## config.mk

```make
export PLATFORM = sky130hd
export DESIGN_NAME = uart_rx_seq
export DESIGN_NICKNAME = d
export VERILOG_FILES = /design/src/rtl/uart_rx_seq.sv
export SDC_FILE = /design/constraint.sdc
export NUM_CORES = 1
export LEC_CHECK = 0
export CAP_MARGIN = 30
export CORE_UTILIZATION = 55
export CTS_BUF_LIST = sky130_fd_sc_hd__clkbuf_8
export DETAILED_ROUTE_END_ITERATION = 6
export PLACE_DENSITY = 0.85
export SETUP_SLACK_MARGIN = 0.5
export SLEW_MARGIN = 40
export SYNTH_ARGS = -nofsm -noshare
export SYNTH_HDL_FRONTEND = slang
export SYNTH_SLANG_ARGS = --single-unit
```

## constraint.sdc

```tcl
create_clock -name i_Clk -period 2.7 [get_ports i_Clk]
set_clock_uncertainty 0.15 [all_clocks]
set_input_delay 0.27 -clock i_Clk [delete_from_list [all_inputs] [get_ports i_Clk]]
set_output_delay 0.27 -clock i_Clk [all_outputs]
set_load 0.02 [all_outputs]
```

## src/rtl/uart_rx_seq.sv

```systemverilog
// uart_rx_seq: re-arms the single-byte UART shift register after every byte or idle miss.
// Packs received bytes big-endian into words. Define RXSEQ_TIMEOUT_EN to flush stale partial words.
module uart_rx_seq #(
  parameter int unsigned WORD_BYTES = 4,
  parameter int unsigned ERRCNT_W   = 8
`ifdef RXSEQ_TIMEOUT_EN
  ,
  parameter int unsigned TIMEOUT    = 64
`endif
) (
  input  logic                    i_Clk,
  input  logic                    i_Reset,
  output logic                    o_Sr_Rst_n,
  input  logic [7:0]              i_Sr_Byte,
  input  logic                    i_Sr_Ok,
  input  logic                    i_Sr_Error,
  output logic [8*WORD_BYTES-1:0] o_Word,
  output logic                    o_Word_Valid,
  input  logic                    i_Word_Ready,
  output logic                    o_Frame_Err,
  output logic                    o_Overrun,
  output logic [ERRCNT_W-1:0]     o_Err_Cnt
`ifdef RXSEQ_TIMEOUT_EN
  ,
  output logic                    o_Timeout
`endif
);

  localparam int unsigned WORD_W = 8 * WORD_BYTES;
  localparam int unsigned IDX_W  = (WORD_BYTES > 1) ? $clog2(WORD_BYTES) : 1;
  localparam int unsigned AGE_W  = 4;
`ifdef RXSEQ_TIMEOUT_EN
  localparam int unsigned IDLE_W = $clog2(TIMEOUT + 1);
`endif

  typedef enum logic [1:0] {
    ARM     = 2'd0,
    LISTEN  = 2'd1,
    HARVEST = 2'd2
  } state_t;

  state_t              r_state, w_state_nxt;
  logic [AGE_W-1:0]    r_age, w_age_nxt;
  logic [IDX_W-1:0]    r_idx, w_idx_nxt;
  logic [WORD_W-1:0]   r_asm, w_asm_nxt;
  logic [WORD_W-1:0]   r_word, w_word_nxt;
  logic [WORD_W-1:0]   w_filled;
  logic                r_valid, w_valid_nxt;
  logic                r_frame_err, w_frame_err_nxt;
  logic                r_overrun, w_overrun_nxt;
  logic [ERRCNT_W-1:0] r_err_cnt, w_err_cnt_nxt;
  logic                w_err_inc;
  logic                r_sr_rst_n, w_sr_rst_n_nxt;
`ifdef RXSEQ_TIMEOUT_EN
  logic [IDLE_W-1:0]   r_idle, w_idle_nxt;
  logic                r_timeout, w_timeout_nxt;
`endif

  // State register
  always_ff @(posedge i_Clk or negedge i_Reset) begin
    if (!i_Reset) r_state <= ARM;
    else          r_state <= w_state_nxt;
  end

  // Next state, datapath next values and output pulses
  always_comb begin
    w_state_nxt     = r_state;
    w_age_nxt       = r_age;
    w_idx_nxt       = r_idx;
    w_asm_nxt       = r_asm;
    w_word_nxt      = r_word;
    w_valid_nxt     = r_valid;
    w_filled        = r_asm;
    w_frame_err_nxt = 1'b0;
    w_overrun_nxt   = 1'b0;
    w_err_inc       = 1'b0;
`ifdef RXSEQ_TIMEOUT_EN
    w_idle_nxt      = r_idle;
    w_timeout_nxt   = 1'b0;
`endif

    if (r_valid && i_Word_Ready) w_valid_nxt = 1'b0;

    case (r_state)
      ARM: begin
        w_age_nxt   = '0;
        w_state_nxt = LISTEN;
      end
      LISTEN: begin
        if (r_age != '1) w_age_nxt = r_age + AGE_W'(1);
        if (i_Sr_Error && (r_age == AGE_W'(1))) begin
          w_state_nxt = ARM;
        end else if (i_Sr_Error && (r_age >= AGE_W'(2))) begin
          w_frame_err_nxt = 1'b1;
          w_err_inc       = 1'b1;
          w_state_nxt     = ARM;
        end else if (i_Sr_Ok && (r_age >= AGE_W'(10))) begin
          w_state_nxt = HARVEST;
        end
`ifdef RXSEQ_TIMEOUT_EN
        // Partial word has gone stale: drop it silently
        if (r_idx != '0) begin
          if (r_idle == IDLE_W'(TIMEOUT - 1)) begin
            w_idle_nxt    = '0;
            w_idx_nxt     = '0;
            w_asm_nxt     = '0;
            w_timeout_nxt = 1'b1;
          end else begin
            w_idle_nxt = r_idle + IDLE_W'(1);
          end
        end
`endif
      end
      HARVEST: begin
        for (int i = 0; i < WORD_BYTES; i++) begin
          if (r_idx == IDX_W'(i)) w_filled[WORD_W-1-8*i -: 8] = i_Sr_Byte;
        end
        if (r_idx == IDX_W'(WORD_BYTES - 1)) begin
          w_idx_nxt = '0;
          w_asm_nxt = '0;
          if (!r_valid || i_Word_Ready) begin
            w_word_nxt  = w_filled;
            w_valid_nxt = 1'b1;
          end else begin
            w_overrun_nxt = 1'b1;
            w_err_inc     = 1'b1;
          end
        end else begin
          w_idx_nxt = r_idx + IDX_W'(1);
          w_asm_nxt = w_filled;
        end
        w_state_nxt = ARM;
`ifdef RXSEQ_TIMEOUT_EN
        w_idle_nxt  = '0;
`endif
      end
      default: w_state_nxt = ARM;
    endcase

    w_err_cnt_nxt  = (w_err_inc && (r_err_cnt != '1)) ? r_err_cnt + ERRCNT_W'(1) : r_err_cnt;
    w_sr_rst_n_nxt = (w_state_nxt != ARM);
  end

  // Datapath and output registers
  always_ff @(posedge i_Clk or negedge i_Reset) begin
    if (!i_Reset) begin
      r_age       <= '0;
      r_idx       <= '0;
      r_asm       <= '0;
      r_word      <= '0;
      r_valid     <= 1'b0;
      r_frame_err <= 1'b0;
      r_overrun   <= 1'b0;
      r_err_cnt   <= '0;
      r_sr_rst_n  <= 1'b0;
`ifdef RXSEQ_TIMEOUT_EN
      r_idle      <= '0;
      r_timeout   <= 1'b0;
`endif
    end else begin
      r_age       <= w_age_nxt;
      r_idx       <= w_idx_nxt;
      r_asm       <= w_asm_nxt;
      r_word      <= w_word_nxt;
      r_valid     <= w_valid_nxt;
      r_frame_err <= w_frame_err_nxt;
      r_overrun   <= w_overrun_nxt;
      r_err_cnt   <= w_err_cnt_nxt;
      r_sr_rst_n  <= w_sr_rst_n_nxt;
`ifdef RXSEQ_TIMEOUT_EN
      r_idle      <= w_idle_nxt;
      r_timeout   <= w_timeout_nxt;
`endif
    end
  end

  assign o_Sr_Rst_n   = r_sr_rst_n;
  assign o_Word       = r_word;
  assign o_Word_Valid = r_valid;
  assign o_Frame_Err  = r_frame_err;
  assign o_Overrun    = r_overrun;
  assign o_Err_Cnt    = r_err_cnt;
`ifdef RXSEQ_TIMEOUT_EN
  assign o_Timeout    = r_timeout;
`endif

endmodule

```

* Word-level counts from Yosys, hierarchy flattened
Cells that the tools add are included.
** Operators by class
- Add/sub/neg operators :: 3
- $lt $le $gt $ge :: 2
- Eq/ne operators :: 9
- Multiplexer cells :: 23
- Reduce and logical (&&, ||, !) cells :: 13
** Operators by type and width (count)
- 32-bit two-way mux :: 1
- 8-bit two-way mux :: 4
- 1-bit two-way mux :: 10
- 8-bit by 1-bit adder with 8-bit output (second input constant) :: 1
- 2-bit two-way mux :: 4
- 8-bit inequality test (second input constant) :: 1
- 4-bit one-hot mux with 2 select lines :: 1
- 2-bit equality test (second input constant) :: 3
- 1-bit logical AND :: 5
- 4-bit by 1-bit adder with 4-bit output (second input constant) :: 1
- 2-bit by 1-bit equality test with 1-bit output (second input constant) :: 2
- 4-bit by 1-bit equality test with 1-bit output (second input constant) :: 1
- 4-bit by 2-bit >= comparator with 1-bit output (second input constant) :: 1
- 4-bit >= comparator (second input constant) :: 1
- 2-bit logical NOT :: 2
- 4-bit two-way mux :: 1
- 4-bit inequality test (second input constant) :: 1
- 2-bit one-hot mux with 2 select lines :: 1
- 2-bit nonzero test :: 2
- 3-bit AND reduction :: 1
- 2-bit by 1-bit adder with 2-bit output (second input constant) :: 1
- 2-bit inequality test (second input constant) :: 1
- 1-bit one-hot mux with 2 select lines :: 1
- 2-bit AND reduction :: 1
- 2 further kinds :: 2
** Storage, ports and cells
- Register bits :: 84
- Input bits :: 13
- Output and inout bits :: 44
- Word-level logic and storage cells :: 60

* Logic depth before layout (Yosys ltp)
Gate-level depths: netlist of the first run.
- Depth in word-level cells :: 7
- Gate-level depth with buffers :: 9
- Gate-level depth less buffers :: 6

* Worst setup path after synthesis of the first run
Ideal clock, no wire load.
- Path type :: register to register
- Start point :: register r_age[0]
- End point :: register r_err_cnt[1], in the netlist o_Err_Cnt[1]
- Library setup time :: 0.125 ns
- Data arrival time :: 1.846 ns
- Required time :: 2.425 ns
- Slack :: 0.579 ns
- Cell stages (with the launch flop) :: 7
- Buffers on the path :: 0
- Period minus slack after synthesis :: 2.121 ns
- Path through :: dfrtp_1 inv_1 ha_1 or4_4 a41oi_4 nor2_2 mux2_4
** On the way
- Cells in the longest elaborated chain, start to end :: 6
- Elaborated cells between the ends (all ways) :: 8
- Those cells by class :: order compare (1); eq/ne (1); mux (3); reduce/logical (3)
** RTL lines
- start: declaration :: line 43 : logic [AGE_W-1:0] r_age, w_age_nxt;
- start signal: assignment :: line 161 : r_age <= w_age_nxt;
- 4-bit by 2-bit >= comparator with 1-bit output :: line 93 : end else if (i_Sr_Error && (r_age >= AGE_W'(2))) begin
- 1-bit logical AND :: line 93
- 1-bit two-way mux :: line 93
- 1-bit two-way mux * :: line 91 : if (i_Sr_Error && (r_age == AGE_W'(1))) begin
- 1-bit one-hot mux with 2 select lines * :: line 84 : case (r_state)
- 1-bit logical AND * :: line 140 : w_err_cnt_nxt = (w_err_inc && (r_err_cnt != '1)) ? r_err_cnt + ERRCNT_W'(1) : r_err_cnt;
- end signal: assignment :: line 168 : r_err_cnt <= w_err_cnt_nxt;
- end: declaration :: line 51 : logic [ERRCNT_W-1:0] r_err_cnt, w_err_cnt_nxt;
Mark *: on every way between the ends. The rest lies on a longest branch, timed or not.
A chain may end at the register's enable or synchronous reset.

* Worst setup path after layout of the first run
- Start point :: register r_age[1]
- End point :: register r_err_cnt[1], in the netlist o_Err_Cnt[1]
Same word-level chain as after synthesis.

==> impl_metrics.toml, run 1 <==
[synth]
synth_cells = 299
syn_area_um2 = 3360
avgSynthCellArea_um2 = 11.2
yosysSeqAreaShare_pct = 56.7
syn_nets = 323
synth_edf_count = 0
async_flop_share_pct = 100
ys_warn_count = 0
synth_cell_types = 35
synth_flop_cell = "dfrtp_1"
synth_seq_cells = 76

[outcome]
status = "complete, but fails checks"
violations = "design-rule violations"

[setup_path]
endpoint = "o_Err_Cnt[1]$_DFFE_PN0P_"
cpPeakStageDelay_ns = 0.50
crit_family = "simple AND/OR/NAND/NOR gates"
r2r_slack_ns = 0.57
crit_type = "reg2reg"
cp_data_arrival_time_ns = 2.21
critPathLaunchType = "register"
cp-end-kind = "register"
reg2regPathDepth = 5
path_buf_inv = 0
crit_cells = 5
worstPathRequired_ns = 2.78
worstReg2RegEnd = "o_Err_Cnt[1]$_DFFE_PN0P_"
cp_max_fo = 7
cp_slowest_cell = "or4_4"
cp_cell_sequence = "ha_1, or4_4, a41oi_4, nor2_4, mux2_4"
r2r_start = "r_age[1]$_DFFE_PN0P_"
startpoint = "r_age[1]$_DFFE_PN0P_"

[clocking]
root_buffer = "clkbuf_8"
numCtsBuffers = 9
clk_path_buf_depth = 2
h-tree-depth = 3
clkTransAtPathRegs_ns = 0.08
clock-sinks = 76
clkLatencyLatePin_ns = 0.35
cts_tree = "yes"

[final_layout]
layout_common_cells = "dfrtp_1 (75), clkdlybuf4s50_1 (55), a21oi_1 (32)"
fillCellCount = 415
layout.cells.most_common = "dfrtp_1"
drive_gt1_share_pct = 10.3
num_antenna_cells = 0
area_growth_pct = 26.6
layout.cells.non_filler = 443
fin_nets = 388

[timing]
worstMarginPinSlew_ns = 0.670
rsz0062_at_grt = "false"
fmax_ghz = 0.470
timing.final.crit_period_ns = 2.13
slew_headroom_pct = 54.9
tns_ns = 0
hold_viol = 0
setup_viol = 0
fin_ws_ns = 0.573
timing.final.crit_share_pct = 78.8
worst_hold_slack_ns = 0.343
slew_viol_final = 0

[pwr]
finalPower_uw = 3080
pwr-share-comb_pct = 29.6
netSwitchingPower_uw = 1020
ir_worst_vdd_mv = 0.390
cellInternalPower_uw = 2050
power.leakage_uw = 0.00198
power_density_nw_per_um2 = 724
p_clk_share_pct = 24.9
swShare_pct = 33.2
seqPwrFrac_pct = 45.5

[drt]
via_count = 2588
drt-total-wl_um = 7290
routed_via_density = 5.84
drc = 1
ant_nets = 0
drtPass1Iterations = 6
detail_route.wl_per_cell_um = 16.5
drt-initial-drc-count = 151

[floorplanning]
rows = 28
num_io_pins = 57
chipHeight_um = 80.1
fp.coreArea_um2 = 5920
die_area_um2 = 6420
start_util_pct = 56.7
die_width_um = 80.1

[job]
maxCapViolCount = 0

[global_routing]
grt_pass1_wl_um = 11900
grt_use_total_pct = 24.9
grt_pass1_vias = 2470
grt_max_degree = 77
gr-total-overflow = 0
antenna_found_initial = 0

[min_path]
min_path_type = "reg2reg"

[placed_design]
dpl.cell_count = 420
gp_congestion = 0.747
pre_cts_ws_ns = 0.445
io_buffers = 56
hpwl_um = 4760
## state kept, by name (all words and copies together), names as in the netlist
register and flops:
o_Word_Valid 1, o_Frame_Err 1, r_idx 2, o_Err_Cnt 8
r_asm 24, o_Overrun 1, o_Word 32, r_age 4
o_Sr_Rst_n 1, r_state 2
## area by class of cell
| class | count | area [µm²] | share of cell area, % |
|---|---|---|---|
| clock buffer | 11 | 151 | 3.56 |
| clock inverter | 4 | 17.5 | 0.412 |
| inverter | 16 | 60.1 | 1.41 |
| multi-input combinational | 191 | 1340 | 31.6 |
| sequential | 76 | 1900 | 44.8 |
| tap | 75 | 93.8 | 2.21 |
| timing repair buffer | 70 | 682 | 16.0 |
## power by group through the flow
stage | clock network (µW) | registers [µW] | logic (µW)
finish | 766 | 1400 | 911
global placement | 0 | 1410 | 804
CTS | 776 | 1400 | 866
detailed placement | 0 | 1420 | 843
global route | 825 | 1410 | 991
floorplan | 0 | 1460 | 518
## worst min-delay path by stage
stage / cells after the start / to / slack, ns / from
2_1_floorplan: 0 / o_Err_Cnt[0]$_DFFE_PN0P_ / -0.18 / i_Reset
3_3_place_gp: 1 / o_Word[23]$_DFFE_PN0P_ / 0.31 / i_Reset
3_5_place_dp: 1 / o_Word[7]$_DFFE_PN0P_ / 0.19 / i_Reset
4_1_cts: 1 / o_Word[7]$_DFFE_PN0P_ / 0.35 / o_Word[7]$_DFFE_PN0P_
5_1_grt: 1 / o_Word[7]$_DFFE_PN0P_ / 0.37 / o_Word[7]$_DFFE_PN0P_
6_report: 1 / o_Word[7]$_DFFE_PN0P_ / 0.34 / o_Word[7]$_DFFE_PN0P_
## timing repair
action                                  in CTS  in global routing
endpoints found under the hold margin       76                  0
hold buffers                                 1                  0
resized for setup                            0                  2
pin swaps                                    1                  3
buffers inserted                             5                  2
endpoints found under the setup margin      12                  1
## cells in the mapped netlist (2+ instances only)
cell / n / area (µm²)
a21oi_1: 33 / 165
a22o_1: 19 / 166
a31oi_1: 5 / 31.3
and2_1: 3 / 18.8
buf_2: 7 / 35.0
clkbuf_1: 9 / 33.8
dfrtp_1: 76 / 1900
ha_1: 11 / 138
inv_1: 16 / 60.1
mux2_1: 3 / 33.8
mux2_2: 5 / 56.3
mux2i_1: 19 / 190
nand2_1: 10 / 37.5
nand3_1: 8 / 40.0
nand4_1: 3 / 18.8
nor2_1: 31 / 116
nor3_1: 3 / 15.0
nor4_1: 2 / 12.5
o211ai_1: 2 / 15.0
o21ai_0: 6 / 30.0
o21ai_1: 3 / 15.0
o21bai_1: 2 / 15.0
o22ai_1: 5 / 31.3
xor2_1: 7 / 61.3
## metrics by stage
| step | util, % | instance area (µm²) |
|---|---|---|
| 2_1_floorplan | - | 3360 |
| 3_5_place_dp | 67.6 | 4000 |
| 4_1_cts | 71.4 | 4230 |
| 3_3_place_gp | 67.5 | 4000 |
| 5_1_grt | 71.8 | 4250 |
| 6_report | 71.8 | 4250 |
## cell families (layout without fill, tap and decap cells)
logic type	after synthesis	count (layout)	synth area share [%]
compound gates	78	78	15.3
xor+xnor	7	7	1.83
fa+ha+maj	11	11	4.10
buf+inv	32	101	3.84
flops	76	76	56.7
mux	28	28	8.80
simple gates	67	67	9.50
## per-layer routing
metal / track usage [%] / up-vias / part of all wire (%)
li1: - / 1195 / -
met1: 33.9 / 1293 / 44
met2: 38.0 / 77 / 48
met3: 5.68 / 23 / 5.2
met4: 11.8 / 0 / 2.8
met5: 0 / - / 0
No activity file was read; power rests on OpenSTA's default activity.
==> inputs of run 2 (changes only) <==
CORE_UTILIZATION = 49   (was 55)
PLACE_DENSITY = 0.81   (was 0.85)
clock period = 1.7 ns   (was 2.7 ns; I/O delays follow)
==> run 2 against run 1 <==
Effect of this change: synthesized area did not move; synthesized cell count did not move; the flow now stops in global routing (5_1_grt).
==> impl_metrics.toml, run 2 <==
[outcome]
status = "did not finish"
haltStage = "global routing (5_1_grt)"
tool.error = "[ERROR DPL-0033] detailed placement checks failed during check placement."

[synth]
synth_seq_cells = 76
syn_nets = 323
ys_warn_count = 0
synthMuxAreaShare_pct = 8.80
syn_area_um2 = 3360
avgSynthCellArea_um2 = 11.2
synth_cell_types = 35
yosysTopAreaCell = "dfrtp_1"
netlist_top_cells_count = "dfrtp_1 (76), a21oi_1 (33), nor2_1 (31)"
netlist.area_leader.share_pct = 56.7
synthAdderAreaFrac_pct = 4.10
synth_edf_count = 0
yosysSeqAreaShare_pct = 56.7
synth_compound_area_share_pct = 15.3
async_flop_share_pct = 100
netlist_top_cells_area = "dfrtp_1 (57%), mux2i_1 (5.7%), a22o_1 (5.0%)"
synth_flop_cell = "dfrtp_1"
synth_top_family_by_area = "compound AO/OA/AOI/OAI gates"
synthSimpleGateAreaFrac_pct = 9.50
yosysMostFrequentCell = "dfrtp_1"
synth_cells = 299
synthXorXnorAreaFrac_pct = 1.83

[global_routing]
grt_max_degree = 35
antenna_found_initial = 1

[timing]
worstEndpointType = "sequential cell input"
grt-worst-endpoint = "o_Err_Cnt[1]$_DFFE_PN0P_/D"

[floorplanning]
die_width_um = 84.8
start_util_pct = 51.7
chipHeight_um = 84.8
num_io_pins = 57
rows = 29

[placed_design]
hpwl_um = 5340
dpl.cell_count = 452
io_buffers = 56
gp_congestion = 0.851

[clocking]
root_buffer = "clkbuf_8"
h-tree-depth = 3
numCtsBuffers = 9
clk_path_buf_depth = 2
clock-sinks = 76
==> run 2: repair_timing <==
action                                  4_1_cts
resized for setup                           384
setup buffers                                48
pin swaps                                    23
endpoints found under the hold margin        76
hold buffers                                  1
gates cloned                                  5
endpoints found under the setup margin      119
==> run 2: logic make-up after synthesis <==
kind of cell / after synthesis
adders and majority gates: 11
muxes: 28
AOI/OAI and AO/OA: 78
buffers and inverters: 32
xor gates and xnor gates: 7
DFF: 76
and+or+nand+nor: 67
==> run 2: through the flow <==
stage / worst slack (ns) / hold slack [ns] / util, % / cell area (µm²)
CTS: -0.256 / 0.101 / 87.0 / 5650
detailed placement: -0.276 / -0.0591 / 67.9 / 4410
global placement: -0.234 / -0.0665 / 67.9 / 4410
floorplan: -0.245 / -0.276 / - / 3650
==> inputs of run 3 (changes only) <==
CORE_UTILIZATION = 40   (was 49)
CTS_BUF_LIST = not set   (was sky130_fd_sc_hd__clkbuf_8)
PLACE_DENSITY = not set   (was 0.81)
PLACE_DENSITY_LB_ADDON = 0.15   (was not set)
SETUP_SLACK_MARGIN = not set   (was 0.5)
clock period = 2.21 ns   (was 1.7 ns; I/O delays follow)
==> run 3 against run 2 <==
Effect of this change: the run now ends clean.
==> impl_metrics.toml, run 3 (synthesis results as in run 1) <==
[outcome]
status = "complete, no violations"

[placed_design]
pre_cts_ws_ns = 0.0397
gp_congestion = 0.822
io_buffers = 56
hpwl_um = 4940

[clocking]
root_buffer = "clkbuf_8"
clk_path_buf_depth = 2
h-tree-depth = 3
clkTransAtPathRegs_ns = 0.08
numCtsBuffers = 9
clock-sinks = 76
clkLatencyLatePin_ns = 0.34
cts_tree = "yes"

[setup_path]
cp_cell_sequence = "inv_1, ha_1, or4_4, a41oi_4, nor2_2, mux2_4"
critPathLaunchType = "register"
startpoint = "r_age[0]$_DFFE_PN0P_"
cp_max_fo = 7
path_buf_inv = 1
worstReg2RegEnd = "o_Err_Cnt[1]$_DFFE_PN0P_"
cp_slowest_cell = "or4_4"
cpPeakStageDelay_ns = 0.55
r2r_slack_ns = 0.11
cp_data_arrival_time_ns = 2.17
crit_family = "simple AND/OR/NAND/NOR gates"
crit_cells = 6
reg2regPathDepth = 6
r2r_start = "r_age[0]$_DFFE_PN0P_"
worstPathRequired_ns = 2.28
cp-end-kind = "register"
crit_type = "reg2reg"
endpoint = "o_Err_Cnt[1]$_DFFE_PN0P_"

[timing]
slew_headroom_pct = 60.5
tns_ns = 0
worst_hold_slack_ns = 0.226
timing.final.crit_share_pct = 95.2
fin_ws_ns = 0.106
fmax_ghz = 0.475
setup_viol = 0
hold_viol = 0
slew_viol_final = 0
timing.final.crit_period_ns = 2.10
worstMarginPinSlew_ns = 0.586
rsz0062_at_grt = "false"

[global_routing]
grt_pass1_wl_um = 12000
grt_pass1_vias = 2379
antenna_found_initial = 0
gr-total-overflow = 0
grt_max_degree = 48
grt_use_total_pct = 18.4

[final_layout]
area_growth_pct = 27.8
layout_common_cells = "dfrtp_1 (76), clkdlybuf4s50_1 (55), a21oi_1 (32)"
drive_gt1_share_pct = 11.0
num_antenna_cells = 0
fin_nets = 391
largest_reg_flops = 32
layout.cells.most_common = "dfrtp_1"
fillCellCount = 775

[pwr]
power.leakage_uw = 0.00197
power_density_nw_per_um2 = 867
ir_worst_vdd_mv = 0.408

[drt]
routed_via_density = 5.18
drtPass1Iterations = 4
detail_route.wl_per_cell_um = 15.2
drt-initial-drc-count = 101
drc = 0
ant_nets = 0
via_count = 2469
drt-total-wl_um = 7230

[floorplanning]
rows = 33
chipHeight_um = 93.6
die_width_um = 93.6
start_util_pct = 41.1
num_io_pins = 57
fp.coreArea_um2 = 8180
die_area_um2 = 8760

[min_path]
min_path_type = "in2async"

[job]
maxCapViolCount = 0
==> run 3: metal layers <==
| layer | GRT usage, % | part of all wire, % | vias up |
|---|---|---|---|
| met3 | 3.66 | 4.3 | 7 |
| li1 | - | - | 1202 |
| met5 | 0 | 0 | - |
| met4 | 8.08 | 1.4 | 0 |
| met2 | 28.1 | 46 | 40 |
| met1 | 25.3 | 48 | 1220 |
==> run 3: stage by stage <==
step	instance area, µm²	utilization [%]	total power (µW)	cells
after CTS	4280	52.3	3740	475
final	4290	52.5	3720	477
after global routing	4290	52.5	3970	477
after floorplan	3360	-	2410	299
after detailed placement	4110	50.2	2830	458
after global placement	4110	50.2	2800	458
==> run 3: how the worst min path moves through the flow <==
stage,to,slack [ns],cells after the start,from
finish,o_Word[23]$_DFFE_PN0P_,0.23,2,i_Reset
global placement,o_Word[23]$_DFFE_PN0P_,0.07,1,i_Reset
CTS,r_asm[20]$_DFFE_PN0P_,0.24,2,i_Reset
global route,o_Word_Valid$_DFF_PN0_,0.26,2,i_Reset
detailed placement,r_asm[20]$_DFFE_PN0P_,0.07,1,i_Reset
floorplan,o_Err_Cnt[0]$_DFFE_PN0P_,-0.22,0,i_Reset
==> run 3: layout make-up <==
cell class,instances,area [µm²],share of cell area [%]
multi-input cells,191,1340,31.2
repair buffers,73,701,16.3
clock inverters,5,28.8,0.671
flip-flops and latches,76,1900,44.3
inverters,16,60.1,1.40
clock buffers,11,131,3.06
well taps,105,131,3.06
==> run 3: repair_timing <==
action                                  CTS  global route
resized for setup                         0             0
hold endpoints to repair                 33             0
hold buffers                              1             0
endpoints found under the setup margin    0             1
buffers inserted                          0             2
==> run 3: power by group <==
| group | switching (µW) | internal, µW | total, µW |
|---|---|---|---|
| sequential | 137 | 1560 | 1700 |
| combinational | 605 | 524 | 1130 |
| clock | 489 | 403 | 892 |
| total | 1230 | 2490 | 3720 |
==> inputs of run 4 (changes only) <==
CORE_MARGIN = 2   (was not set)
==> run 4 against run 3 <==
Effect of this change: sequential share of layout area down 0.76 points; first-iteration DRC count up 17%; final area up 1.7%; register-to-register slack about the same; wire length up 1.5%; sequential power about the same; core utilization up 0.92 points; die area up 4.3%; hold slack better by 0.026 ns.
==> impl_metrics.toml, run 4 (synthesis results as in run 1) <==
[timing]
tns_ns = 0
slew_viol_final = 0
timing.final.crit_share_pct = 95.0
slew_headroom_pct = 57.7
worst_hold_slack_ns = 0.252
hold_viol = 0
fmax_ghz = 0.476
worstMarginPinSlew_ns = 0.630
rsz0062_at_grt = "false"
setup_viol = 0
timing.final.crit_period_ns = 2.10

[setup_path]
crit_type = "reg2reg"
cpPeakStageDelay_ns = 0.55
cp_slowest_cell = "or4_4"
cp_data_arrival_time_ns = 2.20
crit_family = "simple AND/OR/NAND/NOR gates"
critPathLaunchType = "register"
cp-end-kind = "register"
path_buf_inv = 1
cp_max_fo = 7
cp_cell_sequence = "inv_1, ha_1, or4_4, a41oi_4, nor2_2, mux2_4"
worstPathRequired_ns = 2.31

[drt]
drt-initial-drc-count = 118
detail_route.wl_per_cell_um = 15.5
via_count = 2445
drtPass1Iterations = 4
routed_via_density = 5.15
drt-total-wl_um = 7340
ant_nets = 0
drc = 0

[floorplanning]
start_util_pct = 41.1
chipHeight_um = 95.6
die_area_um2 = 9140
rows = 33
fp.coreArea_um2 = 8180
die_width_um = 95.6
num_io_pins = 57

[final_layout]
drive_gt1_share_pct = 10.8
num_antenna_cells = 0
layout.cells.non_filler = 475
layout_common_cells = "dfrtp_1 (76), clkdlybuf4s50_1 (55), a21oi_1 (32)"
area_growth_pct = 30.1
layout.cells.most_common = "dfrtp_1"
fillCellCount = 749
fin_nets = 389
largest_reg_flops = 32

[global_routing]
grt_pass1_wl_um = 11900
grt_pass1_vias = 2426
grt_use_total_pct = 17.6
grt_max_degree = 50
antenna_found_initial = 0
gr-total-overflow = 0

[clocking]
clk_path_buf_depth = 2
clkTransAtPathRegs_ns = 0.08
cts_tree = "yes"
clkLatencyLatePin_ns = 0.36
cts_resized = 0
clock-sinks = 76
h-tree-depth = 3
root_buffer = "clkbuf_8"
numCtsBuffers = 9

[pwr]
swShare_pct = 30.1
seqPwrFrac_pct = 41.0
ir_worst_vdd_mv = 0.406
pwr-share-comb_pct = 27.0
power.leakage_uw = 0.00201
cellInternalPower_uw = 2880
p_clk_share_pct = 32.1
netSwitchingPower_uw = 1240
power_density_nw_per_um2 = 943

[job]
maxCapViolCount = 0

[placed_design]
io_buffers = 56
gp_congestion = 0.852
dpl.cell_count = 458
hpwl_um = 4960

[outcome]
status = "complete, no violations"

[min_path]
min_path_type = "in2async"
[run 4: routing by layer]
layer | wire length, µm | global-route usage, %
met5 | 0 | 0
met4 | 115 | 7.98
met3 | 377 | 4.27
met2 | 3390 | 25.6
met1 | 3460 | 24.8
[run 4: final timing paths]
path | startpoint | to | slack [ns] | cells after the start
worst min-delay path | i_Reset | o_Word[5]$_DFFE_PN0P_ | 0.25 | 2
worst max-delay path | r_age[0]$_DFFE_PN0P_ | o_Err_Cnt[1]$_DFFE_PN0P_ | 0.11 | 6
worst min register to register | o_Word[7]$_DFFE_PN0P_ | o_Word[7]$_DFFE_PN0P_ | 0.34 | 1
worst max register to register | r_age[0]$_DFFE_PN0P_ | o_Err_Cnt[1]$_DFFE_PN0P_ | 0.11 | 6
max in group asynchronous | i_Reset | r_asm[25]$_DFFE_PN0P_ | 0.96 | 3
min in group i_Clk | o_Word[7]$_DFFE_PN0P_ | o_Word[7]$_DFFE_PN0P_ | 0.34 | 1
[run 4: metrics by stage]
step | power (µW) | utilization, % | area (µm²) | setup WS, ns
after floorplan | 2410 | - | 3360 | 0.0885
after global placement | 2810 | 50.2 | 4110 | 0.0694
after detailed placement | 2830 | 50.2 | 4110 | 0.0454
after CTS | 4160 | 53.4 | 4370 | 0.0302
after global routing | 4350 | 53.4 | 4370 | 0.0382
final | 4120 | 53.4 | 4370 | 0.110
[run 4: what timing repair did]
| action | 4_1_cts | 5_1_grt |
|---|---|---|
| endpoints found under the setup margin | 0 | 1 |
| hold endpoints to repair | 41 | 0 |
| buffers inserted | 0 | 0 |
| hold buffers | 1 | 0 |
[run 4: power groups by stage]
stage                     clock (µW)  combinational [µW]  sequential, µW
final                           1320                1110            1690
after global routing            1400                1230            1710
after CTS                       1350                1120            1690
after detailed placement           0                1120            1710
after global placement             0                1100            1710
after floorplan                    0                 633            1780
[run 4: area by class of cell]
type                       count  area (µm²)  share of cell area (%)
sequential                    76        1900                    43.6
multi-input combinational    191        1340                    30.6
timing repair buffer          71         686                    15.7
clock buffer                  12         155                    3.55
tap                          105         131                    3.01
clock inverter                 4        95.1                    2.18
inverter                      16        60.1                    1.38
